## config.mk

```make
export PLATFORM = sky130hd
export DESIGN_NAME = wb_master_engine_flat
export DESIGN_NICKNAME = d
export VERILOG_FILES = /design/src/rtl/wb_master_engine_if.sv /design/src/rtl/wb_master_engine.sv /design/src/flat_wrapper.sv
export SDC_FILE = /design/constraint.sdc
export NUM_CORES = 1
export LEC_CHECK = 0
export CORE_ASPECT_RATIO = 1.25
export CORE_UTILIZATION = 45
export DETAILED_ROUTE_END_ITERATION = 10
export PLACE_DENSITY = 0.89
export SLEW_MARGIN = 20
export SYNTH_ARGS = -nofsm -noshare
export SYNTH_HDL_FRONTEND = slang
export SYNTH_SLANG_ARGS = --single-unit
export TNS_END_PERCENT = 1
```

## constraint.sdc

```tcl
create_clock -name wb_clk_i -period 2.45 [get_ports wb_clk_i]
set_input_delay 0.735 -clock wb_clk_i [delete_from_list [all_inputs] [get_ports wb_clk_i]]
set_output_delay 0.735 -clock wb_clk_i [all_outputs]
set_load 0.02 [all_outputs]
```

## src/rtl/wb_master_engine_if.sv

```systemverilog
// ============================================================================
// Module : wb_master_engine_if
// Brief  : Command/write-data/response streams plus Wishbone bus bundle
//          connecting the burst master engine to its user and its slave.
// Rev    : 1.0  initial release
// ============================================================================
`default_nettype none

interface wb_master_engine_if #(
    parameter int ADDR_WIDTH = 32,
    parameter int ADDR_LSB   = 2,
    parameter int DATA_WIDTH = 32,
    parameter int SEL_WIDTH  = DATA_WIDTH / 8,
    parameter int LEN_WIDTH  = 4
);
    logic                         cmd_valid_i;
    logic                         cmd_ready_o;
    logic                         cmd_we_i;
    logic [ADDR_WIDTH-1:0]        cmd_adr_i;
    logic [SEL_WIDTH-1:0]         cmd_sel_i;
    logic [LEN_WIDTH-1:0]         cmd_len_i;
    logic                         wdat_valid_i;
    logic                         wdat_ready_o;
    logic [DATA_WIDTH-1:0]        wdat_i;
    logic                         rsp_valid_o;
    logic                         rsp_ready_i;
    logic [DATA_WIDTH-1:0]        rsp_dat_o;
    logic                         rsp_err_o;
    logic                         rsp_last_o;
    logic                         timeout_o;
    logic                         busy_o;
    logic [ADDR_WIDTH-ADDR_LSB-1:0] wb_adr_o;
    logic [DATA_WIDTH-1:0]        wb_dat_o;
    logic [SEL_WIDTH-1:0]         wb_sel_o;
    logic                         wb_we_o;
    logic                         wb_cyc_o;
    logic                         wb_stb_o;
    logic [DATA_WIDTH-1:0]        wb_dat_i;
    logic                         wb_ack_i;
    logic                         wb_err_i;

    // Engine side
    modport master (
        input  cmd_valid_i, cmd_we_i, cmd_adr_i, cmd_sel_i, cmd_len_i,
        output cmd_ready_o,
        input  wdat_valid_i, wdat_i,
        output wdat_ready_o,
        output rsp_valid_o, rsp_dat_o, rsp_err_o, rsp_last_o,
        input  rsp_ready_i,
        output timeout_o, busy_o,
        output wb_adr_o, wb_dat_o, wb_sel_o, wb_we_o, wb_cyc_o, wb_stb_o,
        input  wb_dat_i, wb_ack_i, wb_err_i
    );

    // User/slave side
    modport slave (
        output cmd_valid_i, cmd_we_i, cmd_adr_i, cmd_sel_i, cmd_len_i,
        input  cmd_ready_o,
        output wdat_valid_i, wdat_i,
        input  wdat_ready_o,
        input  rsp_valid_o, rsp_dat_o, rsp_err_o, rsp_last_o,
        output rsp_ready_i,
        input  timeout_o, busy_o,
        input  wb_adr_o, wb_dat_o, wb_sel_o, wb_we_o, wb_cyc_o, wb_stb_o,
        output wb_dat_i, wb_ack_i, wb_err_i
    );
endinterface

`default_nettype wire

```

## src/rtl/wb_master_engine.sv

```systemverilog
// ============================================================================
// Module : wb_master_engine
// Brief  : Wishbone classic-cycle burst master: command in, incrementing
//          beats under one CYC, one response per beat, ERR/timeout abort.
// Rev    : 1.0  initial release
// ============================================================================
`default_nettype none

module wb_master_engine #(
    parameter int ADDR_WIDTH     = 32,
    parameter int ADDR_LSB       = 2,
    parameter int DATA_WIDTH     = 32,
    parameter int SEL_WIDTH      = DATA_WIDTH / 8,
    parameter int MAX_BURST      = 16,
    parameter int LEN_WIDTH      = $clog2(MAX_BURST),
    parameter int TIMEOUT_CYCLES = 256
) (
    input  logic                 wb_clk_i,
    input  logic                 wb_rst_n_i,
    wb_master_engine_if.master   bus
);
    localparam int WA = ADDR_WIDTH - ADDR_LSB;
    localparam int TW = $clog2(TIMEOUT_CYCLES);
    localparam logic [TW-1:0] C_TMO_LAST = TW'(TIMEOUT_CYCLES - 1);

    typedef enum logic [1:0] {
        S_IDLE   = 2'd0,
        S_WDATA  = 2'd1,
        S_STROBE = 2'd2,
        S_RESP   = 2'd3
    } state_t;

    state_t                r_state;
    logic [LEN_WIDTH-1:0]  r_beat;
    logic [LEN_WIDTH-1:0]  r_len;
    logic [TW-1:0]         r_tcnt;
    logic [WA-1:0]         r_adr;
    logic [DATA_WIDTH-1:0] r_dat;
    logic [SEL_WIDTH-1:0]  r_sel;
    logic                  r_we;
    logic                  r_cyc;
    logic                  r_stb;
    logic                  r_rsp_valid;
    logic [DATA_WIDTH-1:0] r_rsp_dat;
    logic                  r_rsp_err;
    logic                  r_rsp_last;
    logic                  r_timeout;
    logic                  r_busy;

    logic w_last;
    logic w_tmo;
    logic w_done;
    logic w_fail;

    assign w_last = (r_beat == r_len);
    assign w_tmo  = (r_tcnt == C_TMO_LAST);
    assign w_done = bus.wb_ack_i | bus.wb_err_i | w_tmo;
    // A timeout counts as an error only when the slave did not answer on that edge
    assign w_fail = bus.wb_err_i | (w_tmo & ~bus.wb_ack_i);

    generate
        if (ADDR_LSB > 0) begin : g_adr_lsb
            logic w_unused_adr_lsb;
            assign w_unused_adr_lsb = ^bus.cmd_adr_i[ADDR_LSB-1:0];
        end
    endgenerate

    always_ff @(posedge wb_clk_i or negedge wb_rst_n_i) begin
        if (!wb_rst_n_i) begin
            r_state     <= S_IDLE;
            r_beat      <= '0;
            r_len       <= '0;
            r_tcnt      <= '0;
            r_adr       <= '0;
            r_dat       <= '0;
            r_sel       <= '0;
            r_we        <= 1'b0;
            r_cyc       <= 1'b0;
            r_stb       <= 1'b0;
            r_rsp_valid <= 1'b0;
            r_rsp_dat   <= '0;
            r_rsp_err   <= 1'b0;
            r_rsp_last  <= 1'b0;
            r_timeout   <= 1'b0;
            r_busy      <= 1'b0;
        end else begin
            r_timeout <= 1'b0;
            case (r_state)
                S_IDLE: begin
                    if (bus.cmd_valid_i) begin
                        r_adr  <= bus.cmd_adr_i[ADDR_WIDTH-1:ADDR_LSB];
                        r_sel  <= bus.cmd_sel_i;
                        r_we   <= bus.cmd_we_i;
                        r_len  <= bus.cmd_len_i;
                        r_beat <= '0;
                        r_tcnt <= '0;
                        r_cyc  <= 1'b1;
                        r_busy <= 1'b1;
                        if (bus.cmd_we_i) begin
                            r_state <= S_WDATA;
                        end else begin
                            r_stb   <= 1'b1;
                            r_state <= S_STROBE;
                        end
                    end
                end
                S_WDATA: begin
                    if (bus.wdat_valid_i) begin
                        r_dat   <= bus.wdat_i;
                        r_stb   <= 1'b1;
                        r_tcnt  <= '0;
                        r_state <= S_STROBE;
                    end
                end
                S_STROBE: begin
                    if (w_done) begin
                        r_stb       <= 1'b0;
                        r_cyc       <= ~(w_last | w_fail);
                        r_rsp_valid <= 1'b1;
                        r_rsp_err   <= w_fail;
                        r_rsp_last  <= w_last | w_fail;
                        r_rsp_dat   <= (r_we || !(bus.wb_ack_i || bus.wb_err_i)) ? '0 : bus.wb_dat_i;
                        r_timeout   <= ~(bus.wb_ack_i | bus.wb_err_i);
                        r_tcnt      <= '0;
                        r_state     <= S_RESP;
                    end else begin
                        r_tcnt <= r_tcnt + 1'b1;
                    end
                end
                S_RESP: begin
                    if (bus.rsp_ready_i) begin
                        r_rsp_valid <= 1'b0;
                        if (r_rsp_last) begin
                            r_busy  <= 1'b0;
                            r_state <= S_IDLE;
                        end else begin
                            r_adr  <= r_adr + 1'b1;
                            r_beat <= r_beat + 1'b1;
                            if (r_we) begin
                                r_state <= S_WDATA;
                            end else begin
                                r_stb   <= 1'b1;
                                r_tcnt  <= '0;
                                r_state <= S_STROBE;
                            end
                        end
                    end
                end
                default: r_state <= S_IDLE;
            endcase
        end
    end

    assign bus.cmd_ready_o  = (r_state == S_IDLE);
    assign bus.wdat_ready_o = (r_state == S_WDATA);
    assign bus.rsp_valid_o  = r_rsp_valid;
    assign bus.rsp_dat_o    = r_rsp_dat;
    assign bus.rsp_err_o    = r_rsp_err;
    assign bus.rsp_last_o   = r_rsp_last;
    assign bus.timeout_o    = r_timeout;
    assign bus.busy_o       = r_busy;
    assign bus.wb_adr_o     = r_adr;
    assign bus.wb_dat_o     = r_dat;
    assign bus.wb_sel_o     = r_sel;
    assign bus.wb_we_o      = r_we;
    assign bus.wb_cyc_o     = r_cyc;
    assign bus.wb_stb_o     = r_stb;

endmodule

`default_nettype wire

```

## src/flat_wrapper.sv

```systemverilog
// flat-port wrapper written by rule: the top's interface ports become plain ports
module wb_master_engine_flat 
#(
    parameter int ADDR_WIDTH     = 32,
    parameter int ADDR_LSB       = 2,
    parameter int DATA_WIDTH     = 32,
    parameter int SEL_WIDTH      = DATA_WIDTH / 8,
    parameter int MAX_BURST      = 16,
    parameter int LEN_WIDTH      = $clog2(MAX_BURST),
    parameter int TIMEOUT_CYCLES = 256
)
  (wb_clk_i, wb_rst_n_i, bus_cmd_valid_i, bus_cmd_we_i, bus_cmd_adr_i, bus_cmd_sel_i, bus_cmd_len_i, bus_cmd_ready_o, bus_wdat_valid_i, bus_wdat_i, bus_wdat_ready_o, bus_rsp_valid_o, bus_rsp_dat_o, bus_rsp_err_o, bus_rsp_last_o, bus_rsp_ready_i, bus_timeout_o, bus_busy_o, bus_wb_adr_o, bus_wb_dat_o, bus_wb_sel_o, bus_wb_we_o, bus_wb_cyc_o, bus_wb_stb_o, bus_wb_dat_i, bus_wb_ack_i, bus_wb_err_i);
  wb_master_engine_if #(.ADDR_WIDTH(ADDR_WIDTH), .ADDR_LSB(ADDR_LSB), .DATA_WIDTH(DATA_WIDTH), .SEL_WIDTH(SEL_WIDTH), .LEN_WIDTH(LEN_WIDTH)) bus_i ();
  input  logic wb_clk_i;
  input  logic wb_rst_n_i;
  input wire logic [$bits(bus_i.cmd_valid_i)-1:0] bus_cmd_valid_i;
  input wire logic [$bits(bus_i.cmd_we_i)-1:0] bus_cmd_we_i;
  input wire logic [$bits(bus_i.cmd_adr_i)-1:0] bus_cmd_adr_i;
  input wire logic [$bits(bus_i.cmd_sel_i)-1:0] bus_cmd_sel_i;
  input wire logic [$bits(bus_i.cmd_len_i)-1:0] bus_cmd_len_i;
  output wire logic [$bits(bus_i.cmd_ready_o)-1:0] bus_cmd_ready_o;
  input wire logic [$bits(bus_i.wdat_valid_i)-1:0] bus_wdat_valid_i;
  input wire logic [$bits(bus_i.wdat_i)-1:0] bus_wdat_i;
  output wire logic [$bits(bus_i.wdat_ready_o)-1:0] bus_wdat_ready_o;
  output wire logic [$bits(bus_i.rsp_valid_o)-1:0] bus_rsp_valid_o;
  output wire logic [$bits(bus_i.rsp_dat_o)-1:0] bus_rsp_dat_o;
  output wire logic [$bits(bus_i.rsp_err_o)-1:0] bus_rsp_err_o;
  output wire logic [$bits(bus_i.rsp_last_o)-1:0] bus_rsp_last_o;
  input wire logic [$bits(bus_i.rsp_ready_i)-1:0] bus_rsp_ready_i;
  output wire logic [$bits(bus_i.timeout_o)-1:0] bus_timeout_o;
  output wire logic [$bits(bus_i.busy_o)-1:0] bus_busy_o;
  output wire logic [$bits(bus_i.wb_adr_o)-1:0] bus_wb_adr_o;
  output wire logic [$bits(bus_i.wb_dat_o)-1:0] bus_wb_dat_o;
  output wire logic [$bits(bus_i.wb_sel_o)-1:0] bus_wb_sel_o;
  output wire logic [$bits(bus_i.wb_we_o)-1:0] bus_wb_we_o;
  output wire logic [$bits(bus_i.wb_cyc_o)-1:0] bus_wb_cyc_o;
  output wire logic [$bits(bus_i.wb_stb_o)-1:0] bus_wb_stb_o;
  input wire logic [$bits(bus_i.wb_dat_i)-1:0] bus_wb_dat_i;
  input wire logic [$bits(bus_i.wb_ack_i)-1:0] bus_wb_ack_i;
  input wire logic [$bits(bus_i.wb_err_i)-1:0] bus_wb_err_i;
  assign bus_i.cmd_valid_i = bus_cmd_valid_i;
  assign bus_i.cmd_we_i = bus_cmd_we_i;
  assign bus_i.cmd_adr_i = bus_cmd_adr_i;
  assign bus_i.cmd_sel_i = bus_cmd_sel_i;
  assign bus_i.cmd_len_i = bus_cmd_len_i;
  assign bus_cmd_ready_o = bus_i.cmd_ready_o;
  assign bus_i.wdat_valid_i = bus_wdat_valid_i;
  assign bus_i.wdat_i = bus_wdat_i;
  assign bus_wdat_ready_o = bus_i.wdat_ready_o;
  assign bus_rsp_valid_o = bus_i.rsp_valid_o;
  assign bus_rsp_dat_o = bus_i.rsp_dat_o;
  assign bus_rsp_err_o = bus_i.rsp_err_o;
  assign bus_rsp_last_o = bus_i.rsp_last_o;
  assign bus_i.rsp_ready_i = bus_rsp_ready_i;
  assign bus_timeout_o = bus_i.timeout_o;
  assign bus_busy_o = bus_i.busy_o;
  assign bus_wb_adr_o = bus_i.wb_adr_o;
  assign bus_wb_dat_o = bus_i.wb_dat_o;
  assign bus_wb_sel_o = bus_i.wb_sel_o;
  assign bus_wb_we_o = bus_i.wb_we_o;
  assign bus_wb_cyc_o = bus_i.wb_cyc_o;
  assign bus_wb_stb_o = bus_i.wb_stb_o;
  assign bus_i.wb_dat_i = bus_wb_dat_i;
  assign bus_i.wb_ack_i = bus_wb_ack_i;
  assign bus_i.wb_err_i = bus_wb_err_i;
  wb_master_engine #(.ADDR_WIDTH(ADDR_WIDTH), .ADDR_LSB(ADDR_LSB), .DATA_WIDTH(DATA_WIDTH), .SEL_WIDTH(SEL_WIDTH), .MAX_BURST(MAX_BURST), .LEN_WIDTH(LEN_WIDTH), .TIMEOUT_CYCLES(TIMEOUT_CYCLES)) u_core (.wb_clk_i(wb_clk_i), .wb_rst_n_i(wb_rst_n_i), .bus(bus_i));
endmodule
```

==> results of run 1 <==
cells in the final DEF (no fill, tap or decap), drive strengths merged, types with 3 or more instances in the layout:
cell type and instances:
or3 10, o311ai 3, clkinv 8, o21ai 25
nand4b 3, nor3 8, mux2 33, nand2b 5
o41ai 6, ha 3, and4 3, or4b 4
clkbuf 18, a22o 3, mux2i 34, clkinvlp 4
o31ai 3, nand3 18, buf 41, inv 38
dfrtp 124, and3 12, nand2 89, and2 5
nor2 29, clkdlybuf4s50 215, a311oi 4, nor2b 3
o211ai 5, a21oi 36, o22ai 7, nor4 9
nand4 16, xnor2 5, a31oi 5
synthesized netlist by cell type, types with 3 or more instances:
cell / count / area (µm²)
sky130_fd_sc_hd__xnor2_1: 5 / 43.8
sky130_fd_sc_hd__and3_1: 12 / 75.1
sky130_fd_sc_hd__nand2_1: 89 / 334
sky130_fd_sc_hd__or3_1: 7 / 43.8
sky130_fd_sc_hd__ha_1: 3 / 37.5
sky130_fd_sc_hd__buf_4: 3 / 22.5
sky130_fd_sc_hd__and2_1: 5 / 31.3
sky130_fd_sc_hd__mux2_2: 33 / 372
sky130_fd_sc_hd__a21oi_1: 36 / 180
sky130_fd_sc_hd__a311oi_1: 4 / 35.0
sky130_fd_sc_hd__o41ai_1: 6 / 52.6
sky130_fd_sc_hd__nor3_1: 8 / 40.0
sky130_fd_sc_hd__o22ai_1: 7 / 43.8
sky130_fd_sc_hd__o21ai_0: 25 / 125
sky130_fd_sc_hd__o31ai_1: 3 / 22.5
sky130_fd_sc_hd__o211ai_1: 5 / 37.5
sky130_fd_sc_hd__buf_1: 3 / 11.3
sky130_fd_sc_hd__a31oi_1: 5 / 31.3
sky130_fd_sc_hd__buf_2: 5 / 25.0
sky130_fd_sc_hd__nand4_1: 15 / 93.8
sky130_fd_sc_hd__nand2b_1: 5 / 31.3
sky130_fd_sc_hd__nand4b_1: 3 / 26.3
sky130_fd_sc_hd__nor2b_1: 3 / 18.8
sky130_fd_sc_hd__inv_1: 37 / 139
sky130_fd_sc_hd__nor2_1: 29 / 109
sky130_fd_sc_hd__nand3_1: 18 / 90.1
sky130_fd_sc_hd__dfrtp_1: 124 / 3100
sky130_fd_sc_hd__a22o_1: 3 / 26.3
sky130_fd_sc_hd__clkbuf_1: 23 / 86.3
sky130_fd_sc_hd__nor4_1: 9 / 56.3
sky130_fd_sc_hd__mux2i_1: 34 / 340
worst max-delay path by stage:
stage	slack, ns	startpoint	end	cells past startpoint
after floorplan	0.33	bus_wb_err_i	u_core.bus.wb_stb_o$_DFFE_PN0P_	5
after global placement	-0.06	bus_cmd_valid_i	u_core.bus.wb_adr_o[22]$_DFFE_PN0P_	5
after global routing	0.03	u_core.r_state[1]$_DFFE_PN0P_	bus_cmd_ready_o	2
after CTS	0.07	u_core.r_state[1]$_DFFE_PN0P_	bus_cmd_ready_o	2
final	0.07	u_core.r_state[1]$_DFFE_PN0P_	bus_cmd_ready_o	2
after detailed placement	-0.1	bus_cmd_valid_i	u_core.bus.wb_adr_o[22]$_DFFE_PN0P_	5
area by class of cell:
class,instances,area (µm²),share of cell area
clock buffer,18,429,0.0461
inverter,37,139,0.0149
timing repair buffer,257,2570,0.276
clock inverter,14,124,0.0133
tap,171,214,0.0230
sequential,124,3100,0.333
multi-input combinational,417,2730,0.293
metal layers:
layer  part of all wire  global-route usage
met1               0.39               0.304
met3              0.061              0.0586
met2               0.51               0.448
met5                  0                   0
met4              0.041               0.136
sequential cells by signal (all words and copies together), names as in the netlist, 2 cells and up:
signal and flops:
u_core.bus.rsp_dat_o 32, u_core.bus.wb_adr_o 30, u_core.bus.wb_dat_o 32, u_core.bus.wb_sel_o 4
u_core.r_beat 4, u_core.r_len 4, u_core.r_state 2, u_core.r_tcnt 8
report_power, final:
group / switching [mW] / internal, mW
Combinational: 3.27 / 3.05
Clock: 0.949 / 1.39
Sequential: 0.848 / 2.99
cell families (layout without fill, tap and decap cells):
logic type,after synthesis,count (layout),share of synthesized area
flops,124,124,0.506
simple gates,223,223,0.186
compound gates,117,117,0.124
buf+inv,75,326,0.0516
xor+xnor,7,7,0.0100
mux,67,67,0.116
fa+ha+maj,3,3,0.00612
==> metrics, run 1 <==
status=completed; cell breakdown of the critical path=nor2_1 > clkdlybuf4s50_1; count of instances resized after the clock tree is built=1; final setup skew=approximately 0.012 ns; clock-pin slew reported for the worst setup and hold paths after clock tree synthesis=0.06 ns; number of maximum-capacitance constraint violations=0; DRC Markers=0; Gate Count Post-Synth=616; clock sink total=124; via count of the first global-routing pass=5,856; core area=0.0133 mm²; endpoint of the lowest-slack register-to-register path=u_core.bus.wb_adr_o[22]$_DFFE_PN0P_; Reg-to-Reg Start=u_core.bus.wb_adr_o[0]$_DFFE_PN0P_; total negative slack=0 ns; number of warnings reported in the yosys synthesis log=0; TritonCTS clock tree=yes; filler-free cell count of the finished design=1,038; Leakage Power=3.91 nW; type of destination of the critical path=output pin; final design area excluding fillers=0.00931 mm²; achievable frequency=roughly 420 MHz; clock root buffer=sky130_fd_sc_hd__clkbuf_16; R2R cell count=5; number of flops mapped to enable cells by yosys=0; fillcell total=roughly 1,000; area of the die=~0.014 mm²; cell area after placement=0.00876 mm²; HPWL Detailed=12,700 µm; die height=133 µm; worst relative slew slack=0.662; overall power of the completed layout=12.5 mW; number of buffers between clock root and the deepest sink=2; Overall Global Routing Usage=0.262; synthesis-to-layout area growth=51.8%; number of antenna violations at the first check in global routing=0; first-pass GRT wire length=29,100 µm; number of vias per cell=5.54; WHS=0.266 ns; final estimated routing congestion in global placement=0.852; peak supply drop=between 0.6 and 0.7 mV; data arrival time at the worst-slack endpoint=1.64 ns; fin util=0.700; Hold Vio Cnt, Final=0; setup repair after global routing missed its margin=false; Crit path required time=1.71 ns; Post-CTS Hold Fix Bufs=0; CP Class=reg -> out; Netlist Area Pre-Place=0.00613 mm²; # diodes=0; total buffers and inverters traversed by the critical path=1; via count=roughly 5,800; Post-Synthesis Mean Instance Area=9.95 µm²; starting DRC count in detailed routing=364; minimum clock period=between 2 and 2.5 ns; largest fanout on the critical path=9; maximum level of the CTS H-tree=4; count of final max-slew check failures=0; insertion delay to the later sink of the worst-skew pair=~0.42 ns; largest net degree at the start of global routing=58; worst min path class=in -> async; crit-path max cell delay=a little over 0.6 ns; total global routing overflow=0; asr flop ratio synth=1.00; post-placement setup slack=-0.0966 ns; Crit path max-delay family=buffers and inverters; total CTS buffers=17; average detailed-routed wire length per instance=17.2 µm; fraction of layout cells with a size suffix above 1=0.137; number of buffers added on ports=217; # rows=47; Max stage delay cell, worst path=sky130_fd_sc_hd__clkdlybuf4s50_1; sequential area share after synthesis=0.506; Synthesized Nets=about 730; register bit count reported by yosys=124; Tightest Pin Transition=0.507 ns; ratio of final minimum period to clock period=0.970; Die Wd=around 110 µm; starting density of the core=0.461; startpoint type of the worst setup path=flip-flop; Post-CTS Setup Inserts=0; number of primary I/O pins=220; worst path setup slack after routing=0.0739 ns; Placed Cells incl. Taps=1,006; post-route ant nets=0; fin nets=969; most used flip-flop cell after synthesis=sky130_fd_sc_hd__dfrtp_1; Cell Pwr Density=between 1000 and 1500 mW/mm²; setup slack of the most critical reg-to-reg path=0.27 ns; DR pass1 iterations=4; routed wire length=17,900 µm; number of unique standard cell types used by synthesis=64; Final setup viols=0
Note: power is estimated with default switching activity, not from simulation.
==> run 2: changes to the inputs <==
Settings changed: CORE_ASPECT_RATIO 1.25 to 0.7.
==> metrics, run 2 (same netlist as run 1, synthesis figures left out) <==
status=completed; Reg-to-Reg Start=u_core.bus.wb_adr_o[0]$_DFFE_PN0P_; WHS=0.229 ns; Crit path required time=1.71 ns; HPWL Detailed=12,400 µm; worst min path class=in -> async; startpoint type of the worst setup path=flip-flop; Hold Vio Cnt, Final=0; DR pass1 iterations=5; final estimated routing congestion in global placement=~0.93; cell breakdown of the critical path=clkdlybuf4s50_1; Final setup viols=0; starting density of the core=0.464; critical path depth in cells=1; DRC Markers=0; total global routing overflow=0; Post-CTS Setup Inserts=0; count of final max-slew check failures=0; fin util=0.709; starting DRC count in detailed routing=around 340; Post-CTS Hold Fix Bufs=0; Cell Pwr Density=1350 mW/mm²; first-pass GRT wire length=roughly 28,000 µm; clock sink total=124; routed wire length=17,100 µm; minimum clock period=2.35 ns; count of instances resized after the clock tree is built=0; endpoint of the lowest-slack register-to-register path=u_core.bus.wb_adr_o[22]$_DFFE_PN0P_; worst relative slew slack=0.648; largest fanout on the critical path=9; worst path setup slack after routing=approximately 0.10 ns; post-placement setup slack=-0.0255 ns; Multi-input gate area=~0.0027 mm²; Leakage Power=3.93 nW; die height=99.7 µm; commonest non-fill, non-tap cells in the layout=sky130_fd_sc_hd__clkdlybuf4s50_1, sky130_fd_sc_hd__dfrtp_1, sky130_fd_sc_hd__nand2_1, sky130_fd_sc_hd__inv_1, sky130_fd_sc_hd__a21oi_1; # diodes=0; TritonCTS clock tree=yes; setup repair after global routing missed its margin=false; area of the die=0.0141 mm²; peak supply drop=0.595 mV; number of buffers added on ports=217; Worst Setup SP=u_core.bus.wb_adr_o[8]$_DFFE_PN0P_; achievable frequency=426 MHz; filler-free cell count of the finished design=1,052; total buffers and inverters traversed by the critical path=1; number of primary I/O pins=220; # rows=35; data arrival time at the worst-slack endpoint=between 1.5 and 2 ns; via count=5,699; commonest non-fill, non-tap cell in the layout=sky130_fd_sc_hd__clkdlybuf4s50_1; type of destination of the critical path=output pin; number of antenna violations at the first check in global routing=0; Die Wd=142 µm; R2R cell count=5; final setup skew=0.00841 ns; crit-path max cell delay=0.67 ns; post-route ant nets=0; insertion delay to the later sink of the worst-skew pair=0.40 ns; fin nets=970; capturing instance or port of the critical path=bus_wb_adr_o[8]; maximum level of the CTS H-tree=4; clock root buffer=sky130_fd_sc_hd__clkbuf_16; clock-pin slew reported for the worst setup and hold paths after clock tree synthesis=0.06 ns; via count of the first global-routing pass=approximately 5,500; total negative slack=0 ns; number of buffers between clock root and the deepest sink=2; Crit path max-delay family=buffers and inverters; CP Class=reg -> out; core area=0.0132 mm²; Tightest Pin Transition=0.524 ns; ratio of final minimum period to clock period=0.957; number of vias per cell=roughly 5.4; total CTS buffers=17; fillcell total=975; FF/Latch Area=between 0.003 and 0.004 mm²; Overall Global Routing Usage=0.250; setup slack of the most critical reg-to-reg path=0.20 ns; Max stage delay cell, worst path=sky130_fd_sc_hd__clkdlybuf4s50_1; synthesis-to-layout area growth=53.0%; fraction of layout cells with a size suffix above 1=0.138; Placed Cells incl. Taps=just over 1,000; number of maximum-capacitance constraint violations=0; largest net degree at the start of global routing=61; average detailed-routed wire length per instance=16.2 µm
-- run 2: changes by cell type in the layout (fill, tap and decap cells not counted) --
cell and delta:
sky130_fd_sc_hd__buf_4 +1, sky130_fd_sc_hd__clkdlybuf4s50_1 +1, sky130_fd_sc_hd__clkbuf_1 -1, sky130_fd_sc_hd__dlygate4sd2_1 -1, sky130_fd_sc_hd__inv_6 +1, sky130_fd_sc_hd__clkinv_4 -1
sky130_fd_sc_hd__bufinv_16 +2, sky130_fd_sc_hd__clkinvlp_4 -1, sky130_fd_sc_hd__clkinv_2 -1
-- run 2: worst min-delay path by stage --
| stage | startpoint | to | slack (ns) | cells after the start |
|---|---|---|---|---|
| detailed placement | u_core.bus.wb_sel_o[0]$_DFFE_PN0P_ | u_core.bus.wb_sel_o[0]$_DFFE_PN0P_ | 0.47 | 2 |
| finish | wb_rst_n_i | u_core.bus.wb_adr_o[5]$_DFFE_PN0P_ | 0.23 | 1 |
| global placement | u_core.bus.wb_sel_o[3]$_DFFE_PN0P_ | u_core.bus.wb_sel_o[3]$_DFFE_PN0P_ | 0.46 | 2 |
| CTS | wb_rst_n_i | u_core.bus.wb_adr_o[5]$_DFFE_PN0P_ | 0.23 | 1 |
| floorplan | wb_rst_n_i | u_core.bus.busy_o$_DFFE_PN0P_ | 0.44 | 0 |
| global route | wb_rst_n_i | u_core.bus.wb_adr_o[5]$_DFFE_PN0P_ | 0.23 | 1 |
-- run 2: layout make-up --
| type | instances | share of cell area |
|---|---|---|
| flip-flops and latches | 124 | 0.331 |
| multi-input cells | 417 | 0.291 |
| repair buffers | 258 | 0.275 |
| clock buffers | 17 | 0.0454 |
| well taps | 185 | 0.0247 |
| clock inverters | 14 | 0.0183 |
| inverters | 37 | 0.0148 |
-- run 2: stage by stage --
step,power (mW),cell area [µm²]
floorplan,7.10,6130
global placement,9.94,8780
CTS,12.7,9380
detailed placement,10.1,8780
finish,12.6,9380
global route,13.4,9380
-- run 2: where the power goes --
part	internal [mW]	switching, mW
clock	1.60	0.921
sequential	2.99	0.813
combinational	3.07	3.22
-- run 2: routing by layer --
| metal | up-vias | part of all wire | global-route usage |
|---|---|---|---|
| met5 | - | 0 | 0 |
| met4 | 0 | 0.0091 | 0.0720 |
| met3 | 14 | 0.085 | 0.0640 |
| met2 | 253 | 0.45 | 0.383 |
| met1 | 2735 | 0.45 | 0.351 |
| li1 | 2697 | - | - |
